`config.mk`:
```
export PLATFORM = sky130hd
export DESIGN_NAME = weight_fetch_ctrl
export DESIGN_NICKNAME = d
export VERILOG_FILES = /design/src/rtl/weight_buf_pkg.sv /design/src/rtl/weight_skid_fifo.sv /design/src/rtl/weight_fetch_ctrl.sv
export SDC_FILE = /design/constraint.sdc
export NUM_CORES = 1
export LEC_CHECK = 0
export BUFFER_PORTS_ARGS = -buffer_cell sky130_fd_sc_hd__buf_4
export CELL_PAD_IN_SITES_DETAIL_PLACEMENT = 1
export CELL_PAD_IN_SITES_GLOBAL_PLACEMENT = 2
export CORE_ASPECT_RATIO = 0.9
export CORE_MARGIN = 1.5
export CORE_UTILIZATION = 33
export CTS_CLUSTER_SIZE = 12
export DETAILED_ROUTE_END_ITERATION = 8
export PLACE_DENSITY = 0.83
export SLEW_MARGIN = 15
export SYNTH_ARGS = -nofsm -noshare
export SYNTH_HDL_FRONTEND = slang
export SYNTH_HIERARCHICAL = 1
export SYNTH_SLANG_ARGS = --single-unit
```
`constraint.sdc`:
```
create_clock -name CK -period 4.36 [get_ports CK]
set_clock_uncertainty 0.2 [all_clocks]
set_input_delay 0.436 -clock CK [delete_from_list [all_inputs] [get_ports CK]]
set_output_delay 0.436 -clock CK [all_outputs]
set_load 0.01 [all_outputs]
```
`src/rtl/weight_buf_pkg.sv`:
```
// Weight buffer shared types: SRAM geometry, fetch FSM states, FIFO beat.
// Used by weight_fetch_ctrl and weight_skid_fifo.
package weight_buf_pkg;
  localparam int WEIGHT_ADDR_W = 11;
  localparam int WEIGHT_DATA_W = 128;
  localparam int WEIGHT_DEPTH  = 2016;
  localparam int WEIGHT_LEN_W  = 12;

  typedef enum logic [1:0] {
    WF_IDLE,
    WF_RUN,
    WF_DRAIN
  } wf_state_e;

  typedef logic [WEIGHT_DATA_W-1:0] weight_word_t;
  typedef logic [WEIGHT_ADDR_W-1:0] weight_addr_t;

  typedef struct packed {
    logic         last;
    weight_word_t data;
  } weight_beat_t;

  function automatic weight_addr_t wrap_inc(input weight_addr_t a);
    return (a == weight_addr_t'(WEIGHT_DEPTH - 1)) ? '0 : a + 1'b1;
  endfunction
endpackage

```
`src/rtl/weight_skid_fifo.sv`:
```
// Two-entry FIFO carrying {last, data}; push and pop may coincide.
// Head reads as zero while empty.
module weight_skid_fifo
  import weight_buf_pkg::*;
(
  input  logic         clk,
  input  logic         rst,
  input  logic         push,
  input  weight_beat_t push_beat,
  input  logic         pop,
  output weight_beat_t head,
  output logic [1:0]   count
);
  weight_beat_t mem_q [2];
  weight_beat_t mem_d [2];
  logic         wr_ptr_q, wr_ptr_d;
  logic         rd_ptr_q, rd_ptr_d;
  logic [1:0]   count_q, count_d;
  logic         do_pop;

  always_comb begin
    do_pop   = pop & (count_q != 2'd0);
    mem_d    = mem_q;
    wr_ptr_d = wr_ptr_q;
    rd_ptr_d = rd_ptr_q;
    if (push) begin
      mem_d[wr_ptr_q] = push_beat;
      wr_ptr_d        = ~wr_ptr_q;
    end
    if (do_pop) rd_ptr_d = ~rd_ptr_q;
    count_d = count_q + {1'b0, push} - {1'b0, do_pop};
  end

  always_ff @(posedge clk) begin
    if (rst) begin
      mem_q    <= '{default: '0};
      wr_ptr_q <= 1'b0;
      rd_ptr_q <= 1'b0;
      count_q  <= 2'd0;
    end else begin
      mem_q    <= mem_d;
      wr_ptr_q <= wr_ptr_d;
      rd_ptr_q <= rd_ptr_d;
      count_q  <= count_d;
    end
  end

  assign head  = (count_q == 2'd0) ? '0 : mem_q[rd_ptr_q];
  assign count = count_q;
endmodule

```
`src/rtl/weight_fetch_ctrl.sv`:
```
// Weight SRAM port-A read streamer with write-hazard hold-off.
// Define WEIGHT_FETCH_PERF_EN to add stall_cnt/hazard_cnt outputs.
module weight_fetch_ctrl
  import weight_buf_pkg::*;
(
  input  logic                    CK,
  input  logic                    rst,
  input  logic                    start,
  input  logic [WEIGHT_ADDR_W-1:0] base_addr,
  input  logic [WEIGHT_LEN_W-1:0]  num_words,
  output logic                    busy,
  output logic                    done,
  input  logic                    wr_we_b,
  input  logic [WEIGHT_ADDR_W-1:0] wr_addr_b,
  output logic                    sram_oea,
  output logic [7:0]              sram_wean,
  output logic [WEIGHT_ADDR_W-1:0] sram_a,
  input  logic [WEIGHT_DATA_W-1:0] sram_doa,
  output logic                    w_valid,
  output logic [WEIGHT_DATA_W-1:0] w_data,
  output logic                    w_last,
  input  logic                    w_ready
`ifdef WEIGHT_FETCH_PERF_EN
  ,
  output logic [15:0]             stall_cnt,
  output logic [15:0]             hazard_cnt
`endif
);
  wf_state_e               state_q, state_d;
  weight_addr_t            cur_q, cur_d;
  logic [WEIGHT_LEN_W-1:0] rem_q, rem_d;
  logic                    infl_q, infl_d;
  logic                    infl_last_q, infl_last_d;
  logic                    done_q, done_d;
  logic [1:0]              fifo_cnt;
  logic [1:0]              credit;
  weight_beat_t            head;
  weight_beat_t            push_beat;
  logic                    pop, hazard, can_issue, issue, drained;

  assign pop    = w_valid & w_ready;
  assign hazard = wr_we_b & (wr_addr_b == cur_q);
  // A word popped this cycle frees its slot for the read issued now.
  assign credit = fifo_cnt + {1'b0, infl_q} - {1'b0, pop};

  assign can_issue = (state_q == WF_RUN) & (rem_q != '0) & (credit < 2'd2);
  assign issue     = can_issue & ~hazard;
  assign drained   = ~infl_q & (fifo_cnt == {1'b0, pop});

  always_comb begin
    state_d     = state_q;
    cur_d       = cur_q;
    rem_d       = rem_q;
    done_d      = 1'b0;
    infl_d      = issue;
    infl_last_d = issue & (rem_q == WEIGHT_LEN_W'(1));
    unique case (state_q)
      WF_IDLE: begin
        if (start) begin
          if (num_words == '0) begin
            done_d = 1'b1;
          end else begin
            state_d = WF_RUN;
            cur_d   = base_addr;
            rem_d   = num_words;
          end
        end
      end
      WF_RUN: begin
        if (issue) begin
          cur_d = wrap_inc(cur_q);
          rem_d = rem_q - 1'b1;
          if (rem_q == WEIGHT_LEN_W'(1)) state_d = WF_DRAIN;
        end
      end
      WF_DRAIN: begin
        if (drained) begin
          state_d = WF_IDLE;
          done_d  = 1'b1;
        end
      end
      default: state_d = WF_IDLE;
    endcase
  end

  always_ff @(posedge CK) begin
    if (rst) begin
      state_q     <= WF_IDLE;
      cur_q       <= '0;
      rem_q       <= '0;
      infl_q      <= 1'b0;
      infl_last_q <= 1'b0;
      done_q      <= 1'b0;
    end else begin
      state_q     <= state_d;
      cur_q       <= cur_d;
      rem_q       <= rem_d;
      infl_q      <= infl_d;
      infl_last_q <= infl_last_d;
      done_q      <= done_d;
    end
  end

  assign push_beat = '{last: infl_last_q, data: sram_doa};

  weight_skid_fifo u_fifo (
    .clk       (CK),
    .rst       (rst),
    .push      (infl_q),
    .push_beat (push_beat),
    .pop       (pop),
    .head      (head),
    .count     (fifo_cnt)
  );

  assign busy      = (state_q != WF_IDLE);
  assign done      = done_q;
  assign sram_oea  = issue;
  assign sram_wean = 8'hff;
  assign sram_a    = cur_q;
  assign w_valid   = (fifo_cnt != 2'd0);
  assign w_data    = head.data;
  assign w_last    = head.last;

`ifdef WEIGHT_FETCH_PERF_EN
  logic [15:0] stall_cnt_q, stall_cnt_d;
  logic [15:0] hazard_cnt_q, hazard_cnt_d;

  always_comb begin
    stall_cnt_d  = stall_cnt_q;
    hazard_cnt_d = hazard_cnt_q;
    if ((state_q == WF_IDLE) & start) begin
      stall_cnt_d  = '0;
      hazard_cnt_d = '0;
    end else begin
      if (w_valid & ~w_ready & (stall_cnt_q != 16'hffff))
        stall_cnt_d = stall_cnt_q + 16'd1;
      if (can_issue & hazard & (hazard_cnt_q != 16'hffff))
        hazard_cnt_d = hazard_cnt_q + 16'd1;
    end
  end

  always_ff @(posedge CK) begin
    if (rst) begin
      stall_cnt_q  <= '0;
      hazard_cnt_q <= '0;
    end else begin
      stall_cnt_q  <= stall_cnt_d;
      hazard_cnt_q <= hazard_cnt_d;
    end
  end

  assign stall_cnt  = stall_cnt_q;
  assign hazard_cnt = hazard_cnt_q;
`endif
endmodule

```
==> impl_metrics.env <==
export IMPL_status="finished, final reports clean"
export IMPL_total_power_mw=6.85
export IMPL_wl_per_cell_um=17.4
export IMPL_numCtsBuffers=36
export IMPL_async_flop_share_pct=0
export IMPL_firstDrtPassIters=4
export IMPL_die_y_um=193
export IMPL_worst_setup_path_start_kind="register"
export IMPL_row_count=69
export IMPL_grt_pass1_wl_um=71500
export IMPL_fin_util_pct=45.6
export IMPL_start_util_pct=33.4
export IMPL_synth_seq_cells=290
export IMPL_power_density_mw_per_mm2=380
export IMPL_coreArea_mm2=0.0395
export IMPL_post_dp_hpwl_um=27500
export IMPL_max_stage_delay_ns=0.52
export IMPL_fin_crit_ns=3.17
export IMPL_die_width_um=214
export IMPL_critPathKind="reg2reg"
export IMPL_worst_slew_pin_slew_ns=1.06
export IMPL_vias_per_cell=4.89
export IMPL_synth_edff_count=0
export IMPL_die_area_mm2=0.0413
export IMPL_areaGrowthSynthToFinish_pct=36.4
export IMPL_drive_gt1_share_pct=19.6
export IMPL_drtIter0Drc=446
export IMPL_cp_max_fo=41
export IMPL_period_share_pct=72.7
export IMPL_antenna_found_initial=3
export IMPL_htree_levels=2
export IMPL_report_final_hold_viol_count=0
export IMPL_first_global_vias=13400
export IMPL_crit_slowest_cell="or3_1"
export IMPL_post_cts_resized=0
export IMPL_fmax_ghz=0.316
export IMPL_slew_violations=0
export IMPL_cts_root_buffer="clkbuf_16"
export IMPL_fin_tns_setup_ns=0
export IMPL_grt_ovfl_total=0
export IMPL_power_leakage_nw=6.48
export IMPL_end_kind="register"
export IMPL_hold_class="in2reg"
export IMPL_final_setup_viol_count=0
export IMPL_tritoncts="built"
export IMPL_syn_area_mm2=0.0132
export IMPL_ant_nets=0
export IMPL_fin_ws_ns=1.19
export IMPL_place_gp_congestion=0.825
export IMPL_clockBufferDepth=3
export IMPL_drc_errors=0
export IMPL_ir_drop_uv=281
export IMPL_wirelength_um=45400
export IMPL_pin_count=319
export IMPL_synth_main_ff_cell="dfxtp_1"
export IMPL_worstPathRequired_ns=4.60
export IMPL_ys_types=51
export IMPL_relSlewSlack_pct=29.6
export IMPL_avgSynthCellArea_um2=7.85
export IMPL_groute_usage_overall_pct=21.3
export IMPL_grt_max_degree=119
export IMPL_path_cells="or2_2 > and2_1 > ha_1 > nor2b_1 > xnor2_1 > o32ai_2 > nand3_4 > or3_1 > o31ai_2"
export IMPL_yosys_warnings=6
export IMPL_cts_sinks=290
export IMPL_cts_setup_buffers=0
export IMPL_synth_cells=1685
export IMPL_vias=12800
export IMPL_yosysSeqAreaShare_pct=43.9
export IMPL_worstSkewPairLatency_ns=0.52
export IMPL_dp_slack_ns=1.18
export IMPL_rsz0062_at_grt="no"
export IMPL_finalHoldWorstSlack_ns=0.0312
export IMPL_nets=2222
export IMPL_drv_cap=0
export IMPL_worstPathArrival_ns=3.40
export IMPL_numPortBuffers=310
export IMPL_path_clk_slew_ns=0.05
## layer usage
layer	part of all wire [%]	vias up	GRT usage (%)
met5	0	-	0
met4	2.3	0	6.14
met3	4.2	72	4.27
met2	48	220	37.3
met1	45	6203	26.4
li1	-	6270	-
## through the flow
step,std cells,area [um^2]
6_report,2609,18000
5_1_grt,2609,18000
2_1_floorplan,1692,13300
3_3_place_gp,2414,15600
3_5_place_dp,2414,15600
4_1_cts,2606,18000
## power breakdown
group / total [mW] / leakage [nW] / internal [mW] / switching, mW
logic: 1.01 / 3.55 / 0.439 / 0.576
clock network: 2.97 / 0.582 / 1.80 / 1.17
registers: 2.86 / 2.35 / 2.76 / 0.0992
total: 6.85 / 6.48 / 5.00 / 1.84
## kinds of logic (layout without fill, tap and decap cells)
kind of cell               count (synthesis)  after routing  share of synthesized area, %
and+or+nand+nor                          753            753                          23.1
DFF                                      290            290                          43.9
adders and majority gates                  7              7                         0.662
muxes                                    134            134                          10.2
other                                      1             11                        0.0284
xor gates and xnor gates                  19             19                          1.26
buffers and inverters                    151            533                          7.57
AOI/OAI and AO/OA                        330            330                          13.4
## layout by cell type (no fill, tap or decap), types with 15 or more instances in the layout
| cell | Yosys | layout |
|---|---|---|
| o21ai_0 | 15 | 15 |
| nand2_1 | 527 | 526 |
| dfxtp_1 | 290 | 289 |
| a21oi_1 | 288 | 288 |
| xnor2_1 | 16 | 16 |
| nor2_1 | 151 | 150 |
| mux2i_1 | 133 | 133 |
| dlygate4sd3_1 | 0 | 128 |
| buf_4 | 17 | 319 |
| clkbuf_16 | 0 | 38 |
## Yosys cell counts, drive strengths merged, types with 2 or more instances
master	count	area (um^2)
nand2	527	1980
dfxtp	290	5810
a21oi	288	1440
nor2	151	567
mux2i	133	1330
buf	106	832
clkbuf	32	120
xnor2	16	140
o21ai	15	75.1
inv	13	48.8
nor3	13	65.1
nand4	10	62.6
or2	10	62.6
nand2b	8	50.1
ha	7	87.6
nor4	6	43.8
o32ai	6	60.1
nand3	5	37.5
a211oi	4	45.1
nor2b	4	25.0
o31a	4	35.0
or4	4	30.0
a221oi	3	26.3
and4	3	26.3
o21a	3	22.5
or3	3	23.8
xor2	3	26.3
a31oi	2	12.5
and2	2	12.5
and3	2	12.5
## area by class of cell
type	count	area, um^2
clock buffer	61	1160
fill	4837	21500
tap	532	666
timing repair buffer	456	3850
clock inverter	3	30.0
sequential	290	5810
multi-input combinational	1251	6470
antenna	3	7.51
inverter	13	48.8
## sequential cells by signal, summed over array words and instances (netlist names), 2 cells and up
register      cells
state_q           2
u_fifo/mem_q    258
sram_a           11
rem_q            12
u_fifo/count      2
## worst max-delay path: cells and delay by family (launching register included)
family	cells	cell delay (ns)
AO/OA/AOI/OAI	2	0.44
XOR/XNOR	1	0.12
adder cells (fa/ha/maj)	1	0.29
flip-flops	1	0.39
AND/OR/NAND/NOR	5	1.63
## final timing paths
check,from,to,slack (ns),cells past startpoint
hold / removal,base_addr[1],sram_a[1],0.03,3
setup / recovery,u_fifo/count[1],sram_a[2],1.19,9
hold reg to reg,u_fifo/mem_q[237],u_fifo/mem_q[237],0.25,2
setup reg to reg,u_fifo/count[1],sram_a[2],1.19,9
## what timing repair did
| item | in CTS | in global routing |
|---|---|---|
| endpoints found under the setup margin | 0 | 0 |
| hold buffers | 128 | 0 |
| hold endpoints to repair | 256 | 0 |
Note: power is estimated with default switching activity, not from simulation.
